[config.mk]
export PLATFORM = sky130hd
export DESIGN_NAME = baud_gen_frac_flat
export DESIGN_NICKNAME = d
export VERILOG_FILES = /design/src/rtl/baud_gen_frac_pkg.sv /design/src/rtl/baud_gen_frac_if.sv /design/src/rtl/baud_gen_frac_tick_div.sv /design/src/rtl/baud_gen_frac.sv /design/src/flat_wrapper.sv
export SDC_FILE = /design/constraint.sdc
export NUM_CORES = 1
export LEC_CHECK = 0
export CELL_PAD_IN_SITES_DETAIL_PLACEMENT = 0
export CELL_PAD_IN_SITES_GLOBAL_PLACEMENT = 2
export CORE_ASPECT_RATIO = 1.1
export CORE_MARGIN = 3
export CORE_UTILIZATION = 35
export CTS_BUF_LIST = sky130_fd_sc_hd__clkbuf_8
export CTS_CLUSTER_DIAMETER = 40
export CTS_CLUSTER_SIZE = 30
export DETAILED_ROUTE_END_ITERATION = 12
export PLACE_DENSITY_LB_ADDON = 0.3
export REMOVE_ABC_BUFFERS = 1
export SYNTH_ARGS = -nofsm -noshare
export SYNTH_HDL_FRONTEND = slang
export SYNTH_HIERARCHICAL = 1
export SYNTH_SLANG_ARGS = --single-unit
[constraint.sdc]
create_clock -name clk -period 4.1 [get_ports clk]
set_input_delay 0.615 -clock clk [delete_from_list [all_inputs] [get_ports clk]]
set_output_delay 0.615 -clock clk [all_outputs]
set_load 0.1 [all_outputs]
[src/rtl/baud_gen_frac_pkg.sv]
// baud_gen_frac_pkg: shared widths, oversampling ratio and reset divisor
package baud_gen_frac_pkg;
    localparam int DIV_INT_W    = 16;
    localparam int FRAC_W       = 4;
    localparam int OVERSAMPLE   = 16;
    localparam int DEF_DIV_INT  = 27;
    localparam int DEF_DIV_FRAC = 2;

    typedef struct packed {
        logic [DIV_INT_W-1:0] div_int;
        logic [FRAC_W-1:0]    div_frac;
    } div_cfg_t;
endpackage

[src/rtl/baud_gen_frac_if.sv]
// baud_gen_frac_if: control inputs and tick outputs of the baud generator
interface baud_gen_frac_if
    import baud_gen_frac_pkg::*;
#(
    parameter int DIV_INT_W_P  = DIV_INT_W,
    parameter int FRAC_W_P     = FRAC_W,
    parameter int OVERSAMPLE_P = OVERSAMPLE
);
    logic                            en;
    logic                            div_load;
    logic [DIV_INT_W_P-1:0]          div_int;
    logic [FRAC_W_P-1:0]             div_frac;
    logic                            rx_en;
    logic                            tx_en;
    logic [$clog2(OVERSAMPLE_P)-1:0] os_phase;
    logic                            div_err;

    modport master (output en, div_load, div_int, div_frac,
                    input  rx_en, tx_en, os_phase, div_err);
    modport slave  (input  en, div_load, div_int, div_frac,
                    output rx_en, tx_en, os_phase, div_err);
endinterface

[src/rtl/baud_gen_frac_tick_div.sv]
// baud_gen_frac_tick_div: fractional period counter with shadowed divisor; emits the raw tick
module baud_gen_frac_tick_div
    import baud_gen_frac_pkg::*;
#(
    parameter int W      = DIV_INT_W,
    parameter int F      = FRAC_W,
    parameter int D_INT  = DEF_DIV_INT,
    parameter int D_FRAC = DEF_DIV_FRAC
)(
    input  logic         clk,
    input  logic         rst_n,
    input  logic         en,
    input  logic         load,
    input  logic [W-1:0] div_int,
    input  logic [F-1:0] div_frac,
    output logic         tick
);
    logic [W-1:0] cnt, act_int, sh_int, nx_int;
    logic [F-1:0] acc, act_frac, sh_frac, nx_frac;
    logic [F:0]   sum;
    logic         pend;

    // A load on the same edge as a reload overrides any pending shadow value
    always_comb begin
        nx_int  = load ? div_int : pend ? sh_int : act_int;
        nx_frac = load ? div_frac : pend ? sh_frac : act_frac;
        sum     = {1'b0, acc} + {1'b0, nx_frac};
        tick    = en && cnt == '0;
    end

    always_ff @(posedge clk or negedge rst_n) begin
        if (!rst_n) begin
            cnt      <= W'(D_INT - 1);
            acc      <= '0;
            act_int  <= W'(D_INT);
            act_frac <= F'(D_FRAC);
            sh_int   <= W'(D_INT);
            sh_frac  <= F'(D_FRAC);
            pend     <= 1'b0;
        end else begin
            if (!en || tick) begin
                act_int  <= nx_int;
                act_frac <= nx_frac;
                pend     <= 1'b0;
            end else if (load) begin
                sh_int  <= div_int;
                sh_frac <= div_frac;
                pend    <= 1'b1;
            end
            cnt <= !en ? nx_int - W'(1) : tick ? nx_int - W'(1) + W'(sum[F]) : cnt - W'(1);
            acc <= !en ? '0 : tick ? sum[F-1:0] : acc;
        end
    end
endmodule

[src/rtl/baud_gen_frac.sv]
// baud_gen_frac: UART oversample/bit tick generator with fractional divider
module baud_gen_frac
    import baud_gen_frac_pkg::*;
#(
    parameter int DIV_INT_W_P    = DIV_INT_W,
    parameter int FRAC_W_P       = FRAC_W,
    parameter int OVERSAMPLE_P   = OVERSAMPLE,
    parameter int DEF_DIV_INT_P  = DEF_DIV_INT,
    parameter int DEF_DIV_FRAC_P = DEF_DIV_FRAC
)(
    input logic            clk,
    input logic            rst_n,
    baud_gen_frac_if.slave bus
);
    localparam int OSW = $clog2(OVERSAMPLE_P);

    logic           fire;
    logic [OSW-1:0] os_cnt;

    baud_gen_frac_tick_div #(
        .W(DIV_INT_W_P), .F(FRAC_W_P), .D_INT(DEF_DIV_INT_P), .D_FRAC(DEF_DIV_FRAC_P)
    ) u_div (
        .clk      (clk),
        .rst_n    (rst_n),
        .en       (bus.en),
        .load     (bus.div_load && bus.div_int > DIV_INT_W_P'(1)),
        .div_int  (bus.div_int),
        .div_frac (bus.div_frac),
        .tick     (fire)
    );

    // os_cnt wraps naturally since OVERSAMPLE is a power of two
    always_ff @(posedge clk or negedge rst_n) begin
        if (!rst_n) begin
            os_cnt      <= '0;
            bus.rx_en   <= 1'b0;
            bus.tx_en   <= 1'b0;
            bus.div_err <= 1'b0;
        end else begin
            bus.rx_en <= fire;
            bus.tx_en <= fire && os_cnt == OSW'(OVERSAMPLE_P - 1);
            os_cnt    <= !bus.en ? '0 : fire ? os_cnt + OSW'(1) : os_cnt;
            if (bus.div_load)
                bus.div_err <= bus.div_int < DIV_INT_W_P'(2);
        end
    end

    assign bus.os_phase = os_cnt;
endmodule

[src/flat_wrapper.sv]
// flat-port wrapper written by rule: the top's interface ports become plain ports
module baud_gen_frac_flat import baud_gen_frac_pkg::*;
#(
    parameter int DIV_INT_W_P    = DIV_INT_W,
    parameter int FRAC_W_P       = FRAC_W,
    parameter int OVERSAMPLE_P   = OVERSAMPLE,
    parameter int DEF_DIV_INT_P  = DEF_DIV_INT,
    parameter int DEF_DIV_FRAC_P = DEF_DIV_FRAC
)
  (clk, rst_n, bus_en, bus_div_load, bus_div_int, bus_div_frac, bus_rx_en, bus_tx_en, bus_os_phase, bus_div_err);
  baud_gen_frac_if #(.DIV_INT_W_P(DIV_INT_W_P), .FRAC_W_P(FRAC_W_P), .OVERSAMPLE_P(OVERSAMPLE_P)) bus_i ();
  input logic clk;
  input logic rst_n;
  input wire logic [$bits(bus_i.en)-1:0] bus_en;
  input wire logic [$bits(bus_i.div_load)-1:0] bus_div_load;
  input wire logic [$bits(bus_i.div_int)-1:0] bus_div_int;
  input wire logic [$bits(bus_i.div_frac)-1:0] bus_div_frac;
  output wire logic [$bits(bus_i.rx_en)-1:0] bus_rx_en;
  output wire logic [$bits(bus_i.tx_en)-1:0] bus_tx_en;
  output wire logic [$bits(bus_i.os_phase)-1:0] bus_os_phase;
  output wire logic [$bits(bus_i.div_err)-1:0] bus_div_err;
  assign bus_i.en = bus_en;
  assign bus_i.div_load = bus_div_load;
  assign bus_i.div_int = bus_div_int;
  assign bus_i.div_frac = bus_div_frac;
  assign bus_rx_en = bus_i.rx_en;
  assign bus_tx_en = bus_i.tx_en;
  assign bus_os_phase = bus_i.os_phase;
  assign bus_div_err = bus_i.div_err;
  baud_gen_frac #(.DIV_INT_W_P(DIV_INT_W_P), .FRAC_W_P(FRAC_W_P), .OVERSAMPLE_P(OVERSAMPLE_P), .DEF_DIV_INT_P(DEF_DIV_INT_P), .DEF_DIV_FRAC_P(DEF_DIV_FRAC_P)) u_core (.clk(clk), .rst_n(rst_n), .bus(bus_i));
endmodule
Word level (Yosys, flattened, before mapping)
Cells that the tools add are included.
{"block": "op_classes", "bitwise_logic": 1, "mux": 12, "eq_ne": 2, "addsub": 5, "magnitude_cmp": 2, "n_reduce_logical": 8}
{"operator": "16-bit 2-to-1 mux", "count": 4}
{"operator": "16-bit by 1-bit subtractor with 16-bit output, second input constant", "count": 2}
{"operator": "4-bit 2-to-1 mux", "count": 6}
{"operator": "16-bit by 1-bit adder with 16-bit output", "count": 1}
{"operator": "16-bit by 1-bit > comparator with 1-bit output, second input constant", "count": 1}
{"operator": "16-bit logical NOT", "count": 1}
{"operator": "16-bit by 2-bit < comparator with 1-bit output, second input constant", "count": 1}
{"operator": "4-bit by 4-bit adder with 5-bit output", "count": 1}
{"operator": "4-bit by 1-bit adder with 4-bit output, second input constant", "count": 1}
{"operator": "4-bit == test, second input constant", "count": 1}
{"operator": "1-bit logical AND", "count": 3}
{"operator": "1-bit 2-to-1 mux", "count": 2}
{"operator": "2-bit by 1-bit != test with 1-bit output, second input constant", "count": 1}
{"operator": "2-bit AND reduction", "count": 1}
{"operator": "2-bit nonzero test", "count": 1}
{"operator": "1-bit logical NOT", "count": 1}
{"operator": "1-bit logical OR", "count": 1}
{"operator": "1-bit NOT", "count": 1}
{"block": "word_totals", "regBits": 68, "out_inout_bits": 7, "word_cells": 41, "input_bits": 24}

Longest topological paths before layout
Gate-level depths: netlist of the first run.
{"block": "logic_depth", "ltp_word": 7, "ltp_mapped": 20, "mapped_depth_nobuf": 15}

Modules after synthesis
The synthesis of the first run kept the hierarchy.
{"mod": "baud_gen_frac_tick_div", "instances": 1, "area_per_inst_um2": 4055.1, "seq_area_each_um2": 1542.7, "cells_per_inst": 432}
{"mod": "baud_gen_frac", "instances": 1, "area_per_inst_um2": 322.8, "seq_area_each_um2": 175.2, "cells_per_inst": 28}

Least setup slack after synthesis of the first run
OpenSTA, ideal clock, no wires.
{"block": "synth_timing", "kind": "input to register", "startpoint": "in bus_div_int[12]", "endpoint": "reg u_core.u_div.cnt[15]", "setup_slack_ps": -74, "setup_time_ps": 139, "cell_stages": 20, "path_buffers": 5, "arrival_time_ps": 4035, "required_time_ps": 3961, "cell_sequence": "nor4_1 nand4_1 and2_1 buf_2 buf_4 buf_2 buf_2 clkbuf_1 nand2_1 o21ai_0 ha_1 fa_1 a21o_1 a21o_1 ha_1 nor2b_1 o21ai_0 a211oi_1 a41oi_1 o211ai_1"}
{"block": "synth_between", "elab_chain_len": 7, "elab_cells_between_ends": 9, "cone_classes": "3 x add/sub; 1 x order compare; 4 x mux; 1 x reduce/logical"}
{"element": "from (decl)", "line_no": "flat_wrapper.sv:16", "text": "input wire logic [$bits(bus_i.div_int)-1:0] bus_div_int;"}
{"element": "16-bit by 1-bit > comparator with 1-bit output", "line_no": "baud_gen_frac.sv:26", "text": ".load (bus.div_load && bus.div_int > DIV_INT_W_P'(1)),"}
{"element": "1-bit logical AND", "line_no": "baud_gen_frac.sv:26"}
{"element": "4-bit 2-to-1 mux", "line_no": "baud_gen_frac_tick_div.sv:26", "text": "nx_frac = load ? div_frac : pend ? sh_frac : act_frac;"}
{"element": "named net u_core.u_div.nx_frac[0]", "line_no": "baud_gen_frac_tick_div.sv:19", "text": "logic [F-1:0] acc, act_frac, sh_frac, nx_frac;"}
{"element": "4-bit by 4-bit adder with 5-bit output", "line_no": "baud_gen_frac_tick_div.sv:27", "text": "sum = {1'b0, acc} + {1'b0, nx_frac};"}
{"element": "16-bit by 1-bit adder with 16-bit output", "line_no": "baud_gen_frac_tick_div.sv:50", "text": "cnt <= !en ? nx_int - W'(1) : tick ? nx_int - W'(1) + W'(sum[F]) : cnt - W'(1);"}
{"element": "16-bit 2-to-1 mux (2 in a row)", "line_no": "baud_gen_frac_tick_div.sv:50"}
{"element": "to (signal assigned)", "line_no": "baud_gen_frac_tick_div.sv:33", "text": "cnt <= W'(D_INT - 1);"}
{"element": "to (signal assigned)", "line_no": "baud_gen_frac_tick_div.sv:50"}
{"element": "to (decl)", "line_no": "baud_gen_frac_tick_div.sv:18", "text": "logic [W-1:0] cnt, act_int, sh_int, nx_int;"}
The timed path passes the listed nets, and every way through them passes these cells.
A chain may end at the register's enable or synchronous reset.

Worst setup path after layout of the first run
{"block": "layout_timing", "startpoint": "in bus_div_int[8]", "endpoint": "reg u_core.u_div.cnt[11]"}
{"block": "layout_between", "elab_chain_len": 7, "elab_cells_between_ends": 9, "cone_classes": "3 x add/sub; 1 x order compare; 4 x mux; 1 x reduce/logical"}
{"element": "16-bit by 1-bit > comparator with 1-bit output", "line_no": "baud_gen_frac.sv:26"}
{"element": "1-bit logical AND", "line_no": "baud_gen_frac.sv:26"}
{"element": "16-bit 2-to-1 mux or 4-bit 2-to-1 mux (tied branches)", "line_no": "baud_gen_frac_tick_div.sv:25, baud_gen_frac_tick_div.sv:26"}
{"element": "16-bit by 1-bit subtractor with 16-bit output or 4-bit by 4-bit adder with 5-bit output (tied branches)", "line_no": "baud_gen_frac_tick_div.sv:50, baud_gen_frac_tick_div.sv:27"}
{"element": "16-bit by 1-bit adder with 16-bit output", "line_no": "baud_gen_frac_tick_div.sv:50"}
{"element": "16-bit 2-to-1 mux", "line_no": "baud_gen_frac_tick_div.sv:50"}
{"element": "16-bit 2-to-1 mux (*)", "line_no": "baud_gen_frac_tick_div.sv:50"}
Every way passes the cells marked *; elsewhere a longest branch is shown, timed or not.

==> flow_summary_export.csv, run 1 <==
group,metric,value,unit
outcome,status,"finished clean",
logic_synthesis,synth.area.top_cells,"dfrtp_1, dfstp_2, mux2_2",
cells_and_area,instances_no_fill,716,
setup_path,reg2reg_to,"u_core/u_div/cnt[15]$_DFF_PN0_",
cells_and_area,drive_above_1_share,0.2865,
setup_path,setup.worst_path.class,"in -> reg",
setup_path,crit_path_end_kind,"flip-flop",
routing,vias,3644,
place,dpl_cell_area,5344,um2
global_route,first_global_vias,3748,
flow_run,maxCapViolations,0,
power_and_ir_drop,powerDensity,361.5,nW/um2
timing,setup_violations,0,
setup_path,crit_family,"simple AND/OR/NAND/NOR gates",
routing,drt_iter0_drc,83,
global_route,grt_pass1_wl,18440,um
logic_synthesis,synth_ff_type,"dfrtp_1",
power_and_ir_drop,power.share.clock,0.317,
floorplan,die_w,112.6,um
clock_tree,htreeDepth,3,
logic_synthesis,synth_edf_count,0,
floorplan,fp.dieArea,13890,um2
setup_path,cp.depth,18,
place,place_congestion,0.7686,
timing,finalHoldViolCount,0,
logic_synthesis,ys_types,69,
logic_synthesis,synth_top_area_share,0.3144,
place,dp_cells,700,
min_path,hp-class,"in -> async",
setup_path,required,4.33,ns
power_and_ir_drop,swShare,0.2998,
logic_synthesis,synthArstFlopShare,1.000,
timing,period_share,0.9393,
logic_synthesis,yosysTopAreaCell,"dfrtp_1",
cells_and_area,final_area,5625,um2
floorplan,die_y,123.3,um
cells_and_area,syn2layout_area_growth,28.49,%
power_and_ir_drop,seqPwrFrac,0.416,
cells_and_area,final_core_util,0.4634,
floorplan,initial_core_util,0.3606,
clock_tree,postCtsSetupRepairBufs,0,
clock_tree,tritoncts,"built",
setup_path,crit_path_cell_trace,"clkdlybuf4s50_1, nor4_4, nand4_1, and2_1, buf_12, buf_4, o21ai_1, inv_1, ha_1, o211ai_2, buf_4, nor3_1, a21oi_1, o22ai_4, buf_4, nor2_1, nor4b_1, nor3_1",
global_route,grt.total_usage,0.1673,
global_route,grt_max_degree,46,
setup_path,cp-start-kind,"input pin",
cells_and_area,nets,591,
clock_tree,root_buffer,"clkbuf_8",
setup_path,crit_fanout,10,
setup_path,crit_top_cell,"buf_4",
setup_path,worstSetupStartpoint,"bus_div_int[8]",
timing,maxSlewViolCount,0,
timing,min_period,3.851,ns
setup_path,cp_slowest_cell,"clkdlybuf4s50_1",
routing,ant_nets,0,
timing,final.setup_skew,0.009564,ns
setup_path,rr_worst_depth,10,
global_route,grt_overflow,0,
setup_path,path_buf_inv,6,
routing,finalWirelength,11000,um
cells_and_area,antennaDiodeCount,0,
logic_synthesis,synth_seq_cells,68,
timing,fmax,259.7,MHz
routing,drc,0,
logic_synthesis,synth_cells,460,
timing,fin_tns_setup,0,ns
logic_synthesis,synth_seq_area_share,0.3924,
setup_path,r2r_slack,0.72,ns
clock_tree,cts_sinks,68,
power_and_ir_drop,p_switching,0.0006097,W
setup_path,cp-endpoint,"u_core/u_div/cnt[11]$_DFF_PN0_",
floorplan,ioPinCount,31,
timing,tightest_slew,1.020,ns
clock_tree,cts_buffers,9,
power_and_ir_drop,peakVddDrop,0.1836,mV
setup_path,crit_arrival,4.08,ns
logic_synthesis,avgSynthCellArea,9.517,um2
clock_tree,clockBufferDepth,2,
floorplan,core-area,12140,um2
clock_tree,clk_latency,0.35,ns
clock_tree,clkTransAtPathRegs,0.08,ns
place,port_buffers,30,
floorplan,rows,42,
global_route,antenna_found_initial,0,
routing,drt-vias-per-instance,5.089,
setup_path,max_stage_delay,0.47,ns
power_and_ir_drop,p_leak,2.329,nW
power_and_ir_drop,internal_power,0.001424,W
power_and_ir_drop,power_frac_comb,0.267,
logic_synthesis,yosysWarnings,6,
timing,slew_headroom,0.3202,
setup_path,r2r_start,"u_core/u_div/pend$_DFFE_PN0P_",
routing,drtPass1Iterations,4,
logic_synthesis,syn_area,4378,um2
routing,routedWlPerCell,15.36,um
place,dpl.hpwl,8342,um
## power groups by stage
stage | clock network [W] | registers (W) | logic [W]
after global routing | 0.000701 | 0.000861 | 0.000610
after global placement | 0 | 0.000855 | 0.000529
after detailed placement | 0 | 0.000860 | 0.000538
after CTS | 0.000669 | 0.000847 | 0.000541
final | 0.000644 | 0.000846 | 0.000544
after floorplan | 0 | 0.000844 | 0.000328
## registers in the layout (all words and copies together) (netlist names)
register / count
u_core/u_div/act_int: 16
u_core/u_div/pend: 1
u_core/bus.div_err: 1
u_core/u_div/cnt: 16
u_core/bus.os_phase: 4
u_core/bus.tx_en: 1
u_core/u_div/sh_int: 16
u_core/bus.rx_en: 1
u_core/u_div/sh_frac: 4
u_core/u_div/acc: 4
u_core/u_div/act_frac: 4
## cells in the mapped netlist, types with 3 or more instances
library cell and n:
nand3_1 4, o21a_1 8, a21o_1 3, a22oi_1 3, o21ai_0 37, o21ai_1 9
mux2i_1 23, a21oi_1 23, mux2_2 29, buf_2 9, inv_1 10, nand4_1 5
dfrtp_1 55, nor3_1 16, ha_1 9, nor2_1 29, nor4_1 9, or3_1 4
xnor2_1 18, xor2_1 10, and2_1 5, nand2b_1 3, nor2b_1 4, nand2_1 55
nor4_2 3, clkbuf_1 8, a22o_1 3, dfstp_2 13
## routing by layer
| layer | share of wire | global-route usage | up-vias |
|---|---|---|---|
| li1 | - | - | 1867 |
| met5 | 0 | 0 | - |
| met2 | 0.48 | 0.2804 | 29 |
| met4 | 0.013 | 0.06236 | 0 |
| met3 | 0.019 | 0.02937 | 9 |
| met1 | 0.48 | 0.2171 | 1739 |
## metrics by stage
stage | setup slack [ns] | power [W] | hold slack (ns)
2_1_floorplan | -0.1044 | 0.001172 | 0.3194
3_3_place_gp | -0.2412 | 0.001384 | 0.4616
3_5_place_dp | -0.3112 | 0.001398 | 0.4714
4_1_cts | 0.07526 | 0.002058 | 0.4544
5_1_grt | -0.009415 | 0.002171 | 0.4902
6_report | 0.2490 | 0.002034 | 0.4395
## worst register-to-register path: stages (launching register included)
cell and delay (ns):
dfrtp_1 0.84, buf_4 0.33, mux2_2 0.35, mux2i_1 0.35
nand4_1 0.24, o31a_1 0.31, a21oi_1 0.18, o32ai_1 0.12
buf_4 0.17, o32a_1 0.32, o211ai_1 0.09
## placed cells by master (no fill, tap or decap), types with 4 or more instances in the layout
cell type,netlist,layout
dfstp_2,13,13
o21a_1,8,8
clkdlybuf4s50_1,0,29
a21oi_1,23,23
o21ai_1,9,9
nor3_1,16,16
mux2i_1,23,23
buf_4,2,76
clkbuf_8,0,11
xnor2_1,18,18
o21ai_0,37,36
nor4_1,9,8
and2_1,5,5
nor2_1,29,29
nand3_1,4,4
xor2_1,10,10
dfrtp_1,55,55
ha_1,9,9
inv_1,10,10
nand4_1,5,5
mux2_2,29,29
nand2_1,55,55
## final cells by class
cell class	instances	area (um2)
clock buffer	11	151.4
clock inverter	5	83.83
fill	1190	6514
inverter	10	37.54
multi-input combinational	361	2556
sequential	68	1718
tap	154	192.7
timing repair buffer	107	885.9
## timing repair
action                                  in CTS  in global routing
resized for setup                            0                  9
endpoints found under the setup margin       0                  8
hold buffers                                 0                  0
## worst min-delay path by stage
stage                                              start                              endpoint  slack (ns)
floorplan                                          rst_n        u_core/bus.div_err$_DFFE_PN0P_        0.32
global placement     u_core/u_div/act_int[9]$_DFFE_PN0N_   u_core/u_div/act_int[9]$_DFFE_PN0N_        0.46
detailed placement  u_core/u_div/act_int[13]$_DFFE_PN0N_  u_core/u_div/act_int[13]$_DFFE_PN0N_        0.47
CTS                                                rst_n            u_core/bus.rx_en$_DFF_PN0_        0.45
global route                                       rst_n            u_core/bus.rx_en$_DFF_PN0_        0.49
finish                                             rst_n            u_core/bus.rx_en$_DFF_PN0_        0.44
## cell families (layout without fill, tap and decap cells)
logic type	count (synthesis)	in the layout	share of synthesized area
simple gates	152	152	0.1766
compound gates	117	117	0.1769
flops	68	68	0.3924
mux	54	54	0.1335
buf+inv	31	133	0.03429
xor+xnor	28	28	0.05601
fa+ha+maj	10	10	0.03030
No activity file was read; power rests on OpenSTA's default activity.
==> inputs of run 2 (changes only) <==
--- a/config.mk
+++ b/config.mk
@@ -14,9 +14,11 @@
 export CTS_CLUSTER_DIAMETER = 40
 export CTS_CLUSTER_SIZE = 30
 export DETAILED_ROUTE_END_ITERATION = 12
-export PLACE_DENSITY_LB_ADDON = 0.3
+export GPL_TIMING_DRIVEN = 0
+export PLACE_DENSITY_LB_ADDON = 0.1
 export REMOVE_ABC_BUFFERS = 1
 export SYNTH_ARGS = -nofsm -noshare
 export SYNTH_HDL_FRONTEND = slang
 export SYNTH_HIERARCHICAL = 1
 export SYNTH_SLANG_ARGS = --single-unit
+export TNS_END_PERCENT = 1
==> flow_summary_export.csv, run 2 (synthesis results as in run 1) <==
group,metric,value,unit
clock_tree,root_buffer,"clkbuf_8",
floorplan,die_y,123.3,um
floorplan,rows,42,
routing,wl_met3,255,um
place,port_buffers,30,
timing,min_period,3.967,ns
cells_and_area,biggestRegsByFlops,"u_core/u_div/act_int x16, u_core/u_div/cnt x16, u_core/u_div/sh_int x16",
setup_path,max_stage_delay,0.48,ns
timing,setup_violations,0,
setup_path,cp-start-kind,"input pin",
cells_and_area,layout_common_cells,"dfrtp_1, nand2_1, o21ai_0",
power_and_ir_drop,p_leak,1.995,nW
clock_tree,ctsHoldBuffers,0,
clock_tree,htreeDepth,3,
setup_path,crit_family,"compound AO/OA/AOI/OAI gates",
floorplan,core-area,12140,um2
setup_path,crit_fanout,13,
routing,ant_nets,0,
power_and_ir_drop,total_power,0.001879,W
setup_path,crit_arrival,4.19,ns
global_route,grt_overflow,0,
min_path,hp-class,"in -> async",
flow_run,maxCapViolations,0,
place,dpl.hpwl,7540,um
setup_path,path_buf_inv,2,
cells_and_area,final_common_cell,"dfrtp_1",
routing,drt_iter0_drc,157,
clock_tree,tritoncts,"built",
timing,final.setup_skew,0.01260,ns
timing,tightest_slew,1.270,ns
setup_path,crit_path_end_kind,"flip-flop",
routing,drtPass1Iterations,6,
global_route,antenna_found_initial,0,
setup_path,setup.worst_path.class,"in -> reg",
timing,period_share,0.9675,
setup_path,required,4.32,ns
routing,drt-vias-per-instance,5.378,
clock_tree,clkTransAtPathRegs,0.08,ns
routing,met2_length,5046,um
routing,finalWirelength,10820,um
routing,drt-met1-wl,5358,um
outcome,status,"finished clean",
routing,vias,3474,
power_and_ir_drop,peakVddDrop,0.2064,mV
clock_tree,clockBufferDepth,2,
clock_tree,cts_buffers,9,
cells_and_area,antennaDiodeCount,0,
global_route,grt.total_usage,0.1617,
timing,maxSlewViolCount,0,
routing,routedWlPerCell,16.74,um
timing,finalHoldViolCount,0,
floorplan,ioPinCount,31,
routing,routed.top_layer,"met4",
floorplan,initial_core_util,0.3606,
setup_path,crit_path_cell_trace,"clkdlybuf4s50_1, nor4_4, nand4_1, and2_4, nand2_1, o21ai_1, inv_2, ha_2, o211ai_4, or3_4, a211oi_4, o22ai_4, a2111oi_1, o21ai_0, o2bb2ai_1",
clock_tree,clk_latency,0.36,ns
global_route,grt_max_degree,69,
cells_and_area,syn2layout_area_growth,16.63,%
cells_and_area,drive_above_1_share,0.2012,
routing,drc,0,
floorplan,die_w,112.6,um
global_route,first_global_vias,3449,
place,place_congestion,0.7511,
global_route,grt_pass1_wl,17710,um
cells_and_area,nets,521,
floorplan,fp.dieArea,13890,um2
power_and_ir_drop,powerDensity,367.9,nW/um2
timing,slew_headroom,0.1536,
timing,fmax,252.1,MHz
clock_tree,cts_sinks,68,
timing,rsz0062_at_grt,"yes",
setup_path,cp_slowest_cell,"clkdlybuf4s50_1",
timing,fin_tns_setup,0,ns
-- run 2: final cells by class --
type                    count  area, um2
fillers                  1201       7033
multi-input cells         363       2626
flip-flops and latches     68       1718
repair buffers             35      337.8
well taps                 154      192.7
clock buffers              10      137.6
clock inverters             6      56.30
inverters                  10      37.54
-- run 2: power breakdown --
part | internal, W | switching (W) | total [W]
Combinational | 0.000209 | 0.000266 | 0.000475
Sequential | 0.000779 | 0.0000717 | 0.000851
Clock | 0.000292 | 0.000261 | 0.000553
Total | 0.00128 | 0.000599 | 0.00188
-- run 2: per-stage QoR --
step | hold WS [ns] | utilization | cell area [um2] | setup slack, ns | instances
after global routing | 0.4089 | 0.4206 | 5106 | -0.1273 | 646
after detailed placement | 0.4715 | 0.3927 | 4767 | -1.095 | 623
after CTS | 0.3746 | 0.4112 | 4991 | -0.1116 | 640
after floorplan | 0.3194 | - | 4265 | -0.1044 | 439
after global placement | 0.4641 | 0.3920 | 4758 | -1.715 | 623
final | 0.3613 | 0.4206 | 5106 | 0.1332 | 646
-- run 2: path summary, 6_finish.rpt --
| check | start | endpoint | slack (ns) | cells past startpoint |
|---|---|---|---|---|
| max | bus_div_int[8] | u_core/u_div/cnt[13]$_DFF_PN0_ | 0.13 | 15 |
| min reg2reg | u_core/u_div/act_int[0]$_DFFE_PN1N_ | u_core/u_div/act_int[0]$_DFFE_PN1N_ | 0.48 | 2 |
| max in group asynchronous | rst_n | u_core/u_div/act_int[13]$_DFFE_PN0N_ | 3.17 | 1 |
| min | rst_n | u_core/bus.os_phase[0]$_DFFE_PN0P_ | 0.36 | 1 |
| min in group clk | u_core/u_div/act_int[0]$_DFFE_PN1N_ | u_core/u_div/act_int[0]$_DFFE_PN1N_ | 0.48 | 2 |
| max reg2reg | u_core/u_div/pend$_DFFE_PN0P_ | u_core/u_div/cnt[13]$_DFF_PN0_ | 0.27 | 11 |
-- run 2: routing by layer --
metal / vias up / global-route usage
li1: 1744 / -
met1: 1676 / 0.2188
met2: 43 / 0.2581
met3: 11 / 0.02594
met4: 0 / 0.06762
met5: - / 0
-- run 2: what timing repair did --
item | CTS | global route
resized for setup | 9 | 15
gates cloned | 1 | 1
setup endpoints to repair | 33 | 26
setup buffers | 0 | 5
pin swaps | 3 | 6
endpoints found under the hold margin | 0 | 0
==> edit (flow settings as in run 1) <==
`FRAC_W`: 4 -> 6.
--- a/src/rtl/baud_gen_frac_pkg.sv
+++ b/src/rtl/baud_gen_frac_pkg.sv
@@ -1,7 +1,7 @@
 // baud_gen_frac_pkg: shared widths, oversampling ratio and reset divisor
 package baud_gen_frac_pkg;
     localparam int DIV_INT_W    = 16;
-    localparam int FRAC_W       = 4;
+    localparam int FRAC_W       = 6;
     localparam int OVERSAMPLE   = 16;
     localparam int DEF_DIV_INT  = 27;
     localparam int DEF_DIV_FRAC = 2;
Interface: changed (resized bus_div_frac); port bits go from 31 to 33. No check against the original RTL was run, so the function may have changed too.
==> edit against run 1 <==
  * Synthesized area grew 12%
  * Setup slack improved by 17 ps
  * Sequential cell count increased by 6
  * Sequential share of layout area fell by 1.6 points
  * Clock skew is essentially flat
  * Maximum frequency rose by 0.44%
  * Design area rose by 15%
  * Routed wire length rose by 13%
  * Combinational power rose by 17%
  * Non-clock buffer count increased by 20
  * Count of clock-buffer cells in the layout down 2
  * Total power grew 11%
==> edit: results (changes against run 1) <==
| Metric | Value |
|---|---|
| Final-layout worst hold slack | `403 ps (was 439 ps)` |
| Total design power | `2270 µW (was 2030 µW)` |
| Worst IR drop on VDD | `0.212 mV (was 0.184 mV)` |
| Leakage power summed over all cells | `0.00279 µW (was 0.00233 µW)` |
| Area contributors post-synth | `sky130_fd_sc_hd__dfrtp_1 31%, sky130_fd_sc_hd__mux2_2 7.4%, sky130_fd_sc_hd__dfstp_2 7.0%, sky130_fd_sc_hd__nand2_1 4.8%, sky130_fd_sc_hd__mux2i_1 4.5% (was sky130_fd_sc_hd__dfrtp_1 31%, sky130_fd_sc_hd__dfstp_2 7.8%, sky130_fd_sc_hd__mux2_2 7.5%, sky130_fd_sc_hd__mux2i_1 5.3%, sky130_fd_sc_hd__nand2_1 4.7%)` |
| Total placed cells including tap cells | `774 (was 700)` |
| Count of input and output buffers | `32 (was 30)` |
| Non-filler instance count after layout | `794 (was 716)` |
| Pin count of the biggest net entering global routing | `75 (was 46)` |
| DP HPWL | `8940 µm (was 8340 µm)` |
| Final setup margin | `266 ps (was 249 ps)` |
| Combinational-cell power consumption | `638 µW (was 544 µW)` |
| Fraction of synthesized area in multiplexers | `15.2% (was 13.3%)` |
| Post-synthesis instance total | `491 (was 460)` |
| Net count reported at finish | `643 (was 591)` |
| Global-route wire length before repair | `20800 µm (was 18400 µm)` |
| Final estimated routing congestion in global placement | `0.751 (was 0.769)` |
| Number of cells traversed by the worst register-to-register path | `17 (was 10)` |
| Status | `finished clean (unchanged)` |
| Dominant combinational cell family by area after synthesis | `simple AND/OR/NAND/NOR gates (was compound AO/OA/AOI/OAI gates)` |
| Fraction of layout instances using a drive strength above 1 | `35.2% (was 28.6%)` |
| Transition time at the pin with the least slew margin | `970 ps (was 1020 ps)` |
| Place WS | `-758 ps (was -311 ps)` |
| Compound-Gate Fraction of Synth Area | `16.0% (was 17.7%)` |
| Critical path endpoint | `u_core/u_div/cnt[9] (was u_core/u_div/cnt[11])` |
| Arrival time worst endpoint | `4050 ps (was 4080 ps)` |
| Post-placement cell area | `5990 µm² (was 5340 µm²)` |
| Slowest cell on the critical path | `sky130_fd_sc_hd__nor4_4 (was sky130_fd_sc_hd__clkdlybuf4s50_1)` |
==> edit: changes by cell type after synthesis, sizes merged, moves of 5 or more <==
| cell | change |
|---|---|
| nor2 | -5 |
| nor3 | -6 |
| dfrtp | +6 |
| nand3 | +7 |
| mux2 | +7 |
| nand2 | +7 |
| xnor2 | +6 |
| o31ai | +6 |
==> edit: layout make-up <==
class,count,area [µm²],area share [%]
multi-input cells,384,2990,46.2
flip-flops and latches,74,1870,28.9
clock inverters,7,124,1.92
inverters,9,33.8,0.522
well taps,184,230,3.56
clock buffers,9,124,1.92
repair buffers,127,1100,17.0
==> edit: worst reg2reg max path, stage by stage (launching register included) <==
cell,delay (ps)
sky130_fd_sc_hd__dfrtp_1,700
sky130_fd_sc_hd__mux2i_1,170
sky130_fd_sc_hd__o21ai_2,180
sky130_fd_sc_hd__ha_2,230
sky130_fd_sc_hd__fa_2,210
sky130_fd_sc_hd__a21oi_2,60
sky130_fd_sc_hd__nor2_1,100
sky130_fd_sc_hd__nor2_1,60
sky130_fd_sc_hd__nor2b_1,100
sky130_fd_sc_hd__o21ai_1,70
sky130_fd_sc_hd__nand2b_1,120
sky130_fd_sc_hd__ha_2,220
sky130_fd_sc_hd__nand2_2,80
sky130_fd_sc_hd__nor4_4,350
sky130_fd_sc_hd__o211ai_4,150
sky130_fd_sc_hd__buf_6,160
sky130_fd_sc_hd__o41ai_4,330
sky130_fd_sc_hd__a22oi_2,90
==> edit: repair_timing <==
| action | 4_1_cts | 5_1_grt |
|---|---|---|
| setup endpoints to repair | 13 | 10 |
| resized for setup | 19 | 30 |
| pin swaps | 3 | 11 |
| buffers inserted | 1 | 2 |
| gates cloned | 1 | 0 |
==> edit: routing by layer <==
metal,up-vias,wire length [µm]
met4,0,125
li1,2008,-
met1,1939,6000
met2,42,6020
met3,9,283
met5,-,0
